**config.mk**
```make
export PLATFORM = sky130hd
export DESIGN_NAME = regfile_wb_arbiter
export DESIGN_NICKNAME = d
export VERILOG_FILES = /design/src/rtl/regfile_pkg.sv /design/src/rtl/rr_arbiter2.sv /design/src/rtl/regfile_wb_arbiter.sv
export SDC_FILE = /design/constraint.sdc
export NUM_CORES = 1
export LEC_CHECK = 0
export BUFFER_PORTS_ARGS = -buffer_cell sky130_fd_sc_hd__buf_2
export CAP_MARGIN = 25
export CORE_MARGIN = 1.5
export CORE_UTILIZATION = 40
export DETAILED_ROUTE_END_ITERATION = 8
export GPL_TIMING_DRIVEN = 1
export HOLD_SLACK_MARGIN = 0.05
export PLACE_DENSITY = 0.8
export SYNTH_ARGS = -nofsm -noshare
export SYNTH_HDL_FRONTEND = slang
export SYNTH_SLANG_ARGS = --single-unit
```
**constraint.sdc**
```tcl
create_clock -name CLK -period 2.75 [get_ports CLK]
set_input_delay 0 -clock CLK [delete_from_list [all_inputs] [get_ports CLK]]
set_output_delay 0 -clock CLK [all_outputs]
set_load 0.005 [all_outputs]
```
**src/rtl/regfile_pkg.sv**
```systemverilog
// Shared constants and types for the register-file write-port controller.
//   DATA_W / ADDR_W / NREG : register-file geometry (NREG == 2**ADDR_W)
//   REQ_ALU / REQ_LD       : requester indices into request/grant vectors
//   rr_pri_e               : which requester wins the next tie
package regfile_pkg;

  localparam int DATA_W = 16;
  localparam int ADDR_W = 4;
  localparam int NREG   = 16;

  localparam int REQ_ALU = 0;
  localparam int REQ_LD  = 1;

  typedef enum logic {
    PRI_REQ0 = 1'b0,
    PRI_REQ1 = 1'b1
  } rr_pri_e;

endpackage

```
**src/rtl/rr_arbiter2.sv**
```systemverilog
// Two-input round-robin arbiter with a one-bit priority pointer.
//   CLK, RESET : clock, synchronous active-high reset
//   req[1:0]   : request vector
//   gnt[1:0]   : one-hot (or zero) combinational grant; forced to 0 in reset
// The pointer moves only on a grant, so idle cycles keep the current priority.
module rr_arbiter2
  import regfile_pkg::*;
(
  input  logic       CLK,
  input  logic       RESET,
  input  logic [1:0] req,
  output logic [1:0] gnt
);

  rr_pri_e pri;

  always_comb begin
    gnt = '0;
    if (!RESET) begin
      if (req[0] && (!req[1] || pri == PRI_REQ0))
        gnt[0] = 1'b1;
      else if (req[1])
        gnt[1] = 1'b1;
    end
  end

  always_ff @(posedge CLK) begin
    if (RESET)
      pri <= PRI_REQ0;
    else if (gnt[0])
      pri <= PRI_REQ1;
    else if (gnt[1])
      pri <= PRI_REQ0;
  end

endmodule

```
**src/rtl/regfile_wb_arbiter.sv**
```systemverilog
// Write-port controller for the register file.
//   CLK, RESET                    : clock, synchronous active-high reset
//   issue_valid/issue_we/issue_rd : instruction presented by issue stage
//   rs, rt                        : its source registers
//   stall                         : RAW/WAW hazard, instruction must wait
//   reqN_valid/rd/data, reqN_ready: writeback requesters (0 = ALU, 1 = load)
//   wreg, rd, WriteData           : registered register-file write port
//   busy                          : per-register pending-write scoreboard
//   err                           : sticky protocol error
module regfile_wb_arbiter
  import regfile_pkg::*;
#(
  parameter int DATA_W = regfile_pkg::DATA_W,
  parameter int ADDR_W = regfile_pkg::ADDR_W,
  parameter int NREG   = regfile_pkg::NREG
) (
  input  logic              CLK,
  input  logic              RESET,
  input  logic              issue_valid,
  input  logic              issue_we,
  input  logic [ADDR_W-1:0] issue_rd,
  input  logic [ADDR_W-1:0] rs,
  input  logic [ADDR_W-1:0] rt,
  output logic              stall,
  input  logic              req0_valid,
  input  logic [ADDR_W-1:0] req0_rd,
  input  logic [DATA_W-1:0] req0_data,
  output logic              req0_ready,
  input  logic              req1_valid,
  input  logic [ADDR_W-1:0] req1_rd,
  input  logic [DATA_W-1:0] req1_data,
  output logic              req1_ready,
  output logic              wreg,
  output logic [ADDR_W-1:0] rd,
  output logic [DATA_W-1:0] WriteData,
  output logic [NREG-1:0]   busy,
  output logic              err
);

  logic [1:0]      req;
  logic [1:0]      gnt;
  logic            issue_set;
  logic [NREG-1:0] busy_nxt;
  logic            pend0, pend1;
  logic            err_evt;

  assign req[REQ_ALU] = req0_valid;
  assign req[REQ_LD]  = req1_valid;

  rr_arbiter2 u_arb (
    .CLK   (CLK),
    .RESET (RESET),
    .req   (req),
    .gnt   (gnt)
  );

  assign req0_ready = gnt[REQ_ALU];
  assign req1_ready = gnt[REQ_LD];

  always_comb begin
    stall = 1'b0;
    if (!RESET && issue_valid)
      stall = busy[rs] | busy[rt] | (issue_we & busy[issue_rd]);
  end

  assign issue_set = issue_valid & issue_we & ~stall;

  // Clear applied before set so a same-edge set on the retiring register wins.
  always_comb begin
    busy_nxt = busy;
    if (wreg)
      busy_nxt[rd] = 1'b0;
    if (issue_set)
      busy_nxt[issue_rd] = 1'b1;
  end

  // pendN remembers a request left waiting at the last edge, so a valid that
  // falls before its grant can be caught on the next edge.
  always_comb begin
    err_evt = 1'b0;
    if (gnt[REQ_ALU] && !busy[req0_rd]) err_evt = 1'b1;
    if (gnt[REQ_LD]  && !busy[req1_rd]) err_evt = 1'b1;
    if (pend0 && !req0_valid)           err_evt = 1'b1;
    if (pend1 && !req1_valid)           err_evt = 1'b1;
  end

  always_ff @(posedge CLK) begin
    if (RESET) begin
      wreg      <= 1'b0;
      rd        <= '0;
      WriteData <= '0;
      busy      <= '0;
      err       <= 1'b0;
      pend0     <= 1'b0;
      pend1     <= 1'b0;
    end else begin
      wreg  <= |gnt;
      busy  <= busy_nxt;
      pend0 <= req0_valid & ~gnt[REQ_ALU];
      pend1 <= req1_valid & ~gnt[REQ_LD];
      if (err_evt)
        err <= 1'b1;
      if (gnt[REQ_ALU]) begin
        rd        <= req0_rd;
        WriteData <= req0_data;
      end else if (gnt[REQ_LD]) begin
        rd        <= req1_rd;
        WriteData <= req1_data;
      end
    end
  end

endmodule

```
# [Yosys cells after proc, flatten, opt, wreduce, memory -nomap -nowiden]
# Cells that the tools add are included.
[totals] wordCells=77 out_inout_bits=41 ff_bits=41 in_bits=58
[classes] bitwise=14 order_cmp=8 n_reduce_logical=16 n_mux=31
[ops] cell="$mux W16" n=4
[ops] cell="$lt A4 B5 Y1 const B" n=6
[ops] cell="$bmux W1 S4" n=5
[ops] cell="$mux W1" n=17
[ops] cell="$and A16 B16 Y16" n=1
[ops] cell="$not A16 Y16" n=1
[ops] cell="$or A16 B16 Y16" n=1
[ops] cell="$demux W1 S4" n=2
[ops] cell="$ge A4 B1 Y1 const B" n=2
[ops] cell="$logic_and A1 B1 Y1" n=8
[ops] cell="$mux W4" n=2
[ops] cell="$and A1 B1 Y1" n=5
[ops] cell="$logic_not A1 Y1" n=5
[ops] cell="$not A1 Y1" n=4
[ops] cell="$mux W2" n=1
[ops] cell="$or A1 B1 Y1" n=2
[ops] cell="$reduce_bool A2 Y1" n=1
[ops] cell="$reduce_or A2 Y1" n=1
[ops] cell="$logic_or A1 B1 Y1" n=1

# [Logic depth before layout (Yosys ltp)]
[logic_depth] word_depth=10 mapped_depth=7 ltp_nobuf=5

# [Hierarchy]
# Synthesis repeated with hierarchy kept, for this count alone.
[hier_totals] cells_unflattened=269 area_unflattened_um2=2513.7
[modules_own_cells] module="regfile_wb_arbiter" seq_area_each_um2=800.8 area_per_inst_um2=2452.4 instances=1 cells_per_inst=262
[modules_own_cells] module="rr_arbiter2" seq_area_each_um2=20.0 area_per_inst_um2=61.3 instances=1 cells_per_inst=7

# [Least setup slack after synthesis]
# OpenSTA, ideal clock, no wires.
[synth_timing] kind="flip-flop to flip-flop" from="reg busy[11]" to="reg busy[0]" setup_ns=0.096 arrival_time_ns=1.871 slack_ns=0.783 t_required_ns=2.654 path_stages_with_launch=6 path_buffers=0 period_less_slack_ns=1.967 cell_sequence="dfxtp_1 mux4_1 mux2i_1 o22ai_1 a2111o_4 o41ai_2"
[synth_via] elab_chain_cells=8 word_cells_on_any_way=13 cone_classes="mux: 8; bitwise: 5"
[synth_rtl] item="start, declared" line_no="regfile_wb_arbiter.sv:36" text="output logic [NREG-1:0] busy,"
[synth_rtl] item="start signal, assigned" line_no="regfile_wb_arbiter.sv:98" text="busy <= busy_nxt;"
[synth_rtl] item="$bmux W1 S4" line_no="regfile_wb_arbiter.sv:63" text="stall = busy[rs] | busy[rt] | (issue_we & busy[issue_rd]);"
[synth_rtl] item="$mux W1 (implied by the code)" line_no="regfile_wb_arbiter.sv:63"
[synth_rtl] item="$or A1 B1 Y1 or $and A1 B1 Y1 (tied branches)" line_no="regfile_wb_arbiter.sv:63"
[synth_rtl] item="$or A1 B1 Y1 (*)" line_no="regfile_wb_arbiter.sv:63"
[synth_rtl] item="$mux W1 (*)" line_no="regfile_wb_arbiter.sv:62" text="if (!RESET && issue_valid)"
[synth_rtl] item="$not A1 Y1 (*)" line_no="regfile_wb_arbiter.sv:66" text="assign issue_set = issue_valid & issue_we & ~stall;"
[synth_rtl] item="$and A1 B1 Y1 (*)" line_no="regfile_wb_arbiter.sv:66"
[synth_rtl] item="$mux W16 (*)" line_no="regfile_wb_arbiter.sv:73" text="if (issue_set)"
# Every way passes the cells marked *; elsewhere a longest branch is shown, timed or not. The select of a mux whose other input is x is not followed.
# A chain may end at the register's enable or synchronous reset.

# [Final worst setup path]
[layout_timing] from="reg busy[14]" to="out stall"
[layout_via] elab_chain_cells=5 word_cells_on_any_way=10 cone_classes="mux: 7; bitwise: 3"
[layout_rtl] item="$bmux W1 S4" line_no="regfile_wb_arbiter.sv:63"
[layout_rtl] item="$mux W1 (implied by the code)" line_no="regfile_wb_arbiter.sv:63"
[layout_rtl] item="$or A1 B1 Y1 or $and A1 B1 Y1 (tied branches)" line_no="regfile_wb_arbiter.sv:63"
[layout_rtl] item="$or A1 B1 Y1 (*)" line_no="regfile_wb_arbiter.sv:63"
[layout_rtl] item="$mux W1 (*)" line_no="regfile_wb_arbiter.sv:62"
[layout_rtl] item="end, declared" line_no="regfile_wb_arbiter.sv:24" text="output logic stall,"
# Marked as above.

==> metrics.yaml <==
yosys:
  synth-seq-area-share_pct: 32.7
  synthFlopType: "dfxtp_1"
  postSynthAreaPerCell_um2: 9.84
  synth_area_leaders: "dfxtp_1, mux4_2, mux2i_1"
  synth-edff-count: 0
  synth_area_mm2: 0.00251
  synthTopCellsByCount: "dfxtp_1, nor2_1, mux2i_1"
  yosysMostFrequentCell: "dfxtp_1"
  ys_warn_count: 0
  async_flop_share_pct: 0
  netlist.area_leader.share_pct: 32.7
  netlist_instances: 255
  synth_seq_cells: 41
  synth_top_area_cell: "dfxtp_1"
  yosys.cell_types.count: 36
  synth_nets: 313
placement:
  pre_cts_slack_ns: 0.572
  dp.cells: 411
  dp_hpwl_mm: 5.63
  gp_congestion: 0.882
  portBuffers: 98
cells_and_area:
  register_area_um2: 821
  multi_input_area_mm2: 0.00160
  layoutNonFillerInstCount: 425
  drive_above_1_share_pct: 37.7
  fillers: 533
  fin_nets: 407
  syn2layout_area_growth_pct: 28.7
  n_antenna_cell: 0
power_and_ir_drop:
  power_mw: 1.43
  powerDensity_mw_per_mm2: 442
  max-vdd-ir-drop_uv: 237
  p_leak_nw: 1.39
timing:
  fmax_mhz: 414
  whs_ns: 0.0472
  hold_violations: 0
  tns_ns: 0
  worst_pin_slew_ns: 0.688
  finalWorstSetupSlack_ns: 0.333
  post-route-min-period_ns: 2.42
  setup_viol: 0
  rsz0062_at_grt: "no"
  maxSlewHeadroom_pct: 54.0
  finClkSkew_ns: 0.0127
  slew_violations: 0
  fin_crit_sh_pct: 87.9
die:
  die_h_um: 82.2
  die_w_um: 82.2
  die_area_mm2: 0.00676
  core-area_mm2: 0.00599
  initial_core_util_pct: 41.9
  io_pins: 99
  rows: 28
global_route:
  grt_pass1_vias: 2315
  grt_first_pass_wirelength_mm: 11.4
  grt_overflow: 0
  antenna_found_initial: 0
  track_usage_pct: 22.3
  grt_max_degree: 42
detailed_routing:
  postRouteAntennaNets: 0
  routed_wl_mm: 7.43
  drc: 0
  wire_per_inst_um: 17.5
  viasPerCell: 5.95
  dr.pass1.iters: 5
  drt_iter0_drc: 190
  num_vias: 2529
cts:
  clock_latency_ns: 0.30
  cts.repair.resized: 0
  clk_pin_slew_worst_paths_ns: 0.08
  clock_tree.root_cell: "clkbuf_8"
  cts_tree: "built"
  cts.sink_count: 41
  cts_made_buffers: 5
  h-tree-depth: 2
  clk_path_buf_depth: 2
worst_setup_path:
  endpoint_kind: "output port"
  worst_ep_arrival_time_ns: 2.42
  crit_required_ns: 2.75
  cp-start-kind: "flop"
  worstPathMaxFanout: 17
  crit_type: "flop to output port"
min_path:
  hold_path_class: "primary input to flop"
run_status:
  status: "completed"
job:
  cap_viol_max_count: 0
==> worst max-delay path, stage by stage, from the launching register on <==
cell,delay [ns]
dfxtp_1,0.39
mux4_1,0.53
mux2i_1,0.14
o22ai_1,0.11
a2111o_4,0.60
and3_1,0.22
buf_2,0.12
==> sequential cells by signal, indices dropped and copies added, names as in the netlist <==
signal,count
WriteData,16
busy,16
rd,4
err,1
pend0,1
pend1,1
u_arb.pri,1
wreg,1
==> report_power, final <==
group / internal, mW / switching [mW]
Clock: 0.295 / 0.214
Sequential: 0.624 / 0.0268
Combinational: 0.123 / 0.145
==> cell type report <==
cell class | instances | area share, %
Clock inverter | 2 | 1.16
Timing Repair Buffer | 106 | 17.5
Inverter | 8 | 0.930
Clock buffer | 6 | 2.56
Multi-Input combinational cell | 187 | 49.5
Sequential cell | 41 | 25.4
Tap cell | 75 | 2.91
==> per-stage QoR <==
step	utilization, %	cell area, µm²
after global placement	50.9	3050
after floorplan	-	2510
final	53.9	3230
after detailed placement	50.9	3050
after CTS	53.9	3230
after global routing	53.9	3230
==> worst paths after layout <==
check                 from  depth (start not counted)  slack [ns]       endpoint
max               busy[14]                          6        0.33          stall
min           req1_data[4]                          3        0.05   WriteData[4]
max reg2reg       busy[14]                          5        0.54        busy[0]
min reg2reg  WriteData[11]                          2        0.50  WriteData[11]
==> cell usage in the layout, fill, tap and decap left out, types with 2 or more instances in the layout <==
master          n
or3_1           4
clkbuf_8        6
dfxtp_1        41
a21oi_1         2
o41ai_2         6
nor2_1         32
mux4_1          3
mux4_2         14
o21ai_1         9
mux2i_1        29
nand2b_1        4
buf_2          98
nand3_1        12
a211oi_1       20
o211ai_1        9
inv_1           7
buf_4           2
nand3b_1        5
nor2b_1         3
o311ai_0        4
nand2_1        13
dlygate4sd3_1   6
a221oi_1        2
==> per-layer routing <==
| layer | share of wire (%) | GRT usage [%] | vias up |
|---|---|---|---|
| li1 | - | - | 1179 |
| met1 | 41 | 29.7 | 1173 |
| met2 | 46 | 34.5 | 149 |
| met3 | 8.3 | 3.63 | 28 |
| met4 | 4.4 | 11.7 | 0 |
| met5 | 0 | 0 | - |
==> cells by family (layout without fill, tap and decap cells) <==
group                  count (synthesis)  in the layout  share of synthesized area, %
multiplexers                          48             48                          28.2
buffers and inverters                 27            122                          4.24
AND/OR/NAND/NOR                       77             77                          14.5
AO/OA/AOI/OAI                         62             62                          20.4
flip-flops                            41             41                          32.7
==> what timing repair did <==
action | CTS | global route
buffers inserted | 0 | 0
hold endpoints to repair | 6 | 0
endpoints found under the setup margin | 0 | 0
hold buffers | 6 | 0
(Power assumes the default switching activity.)
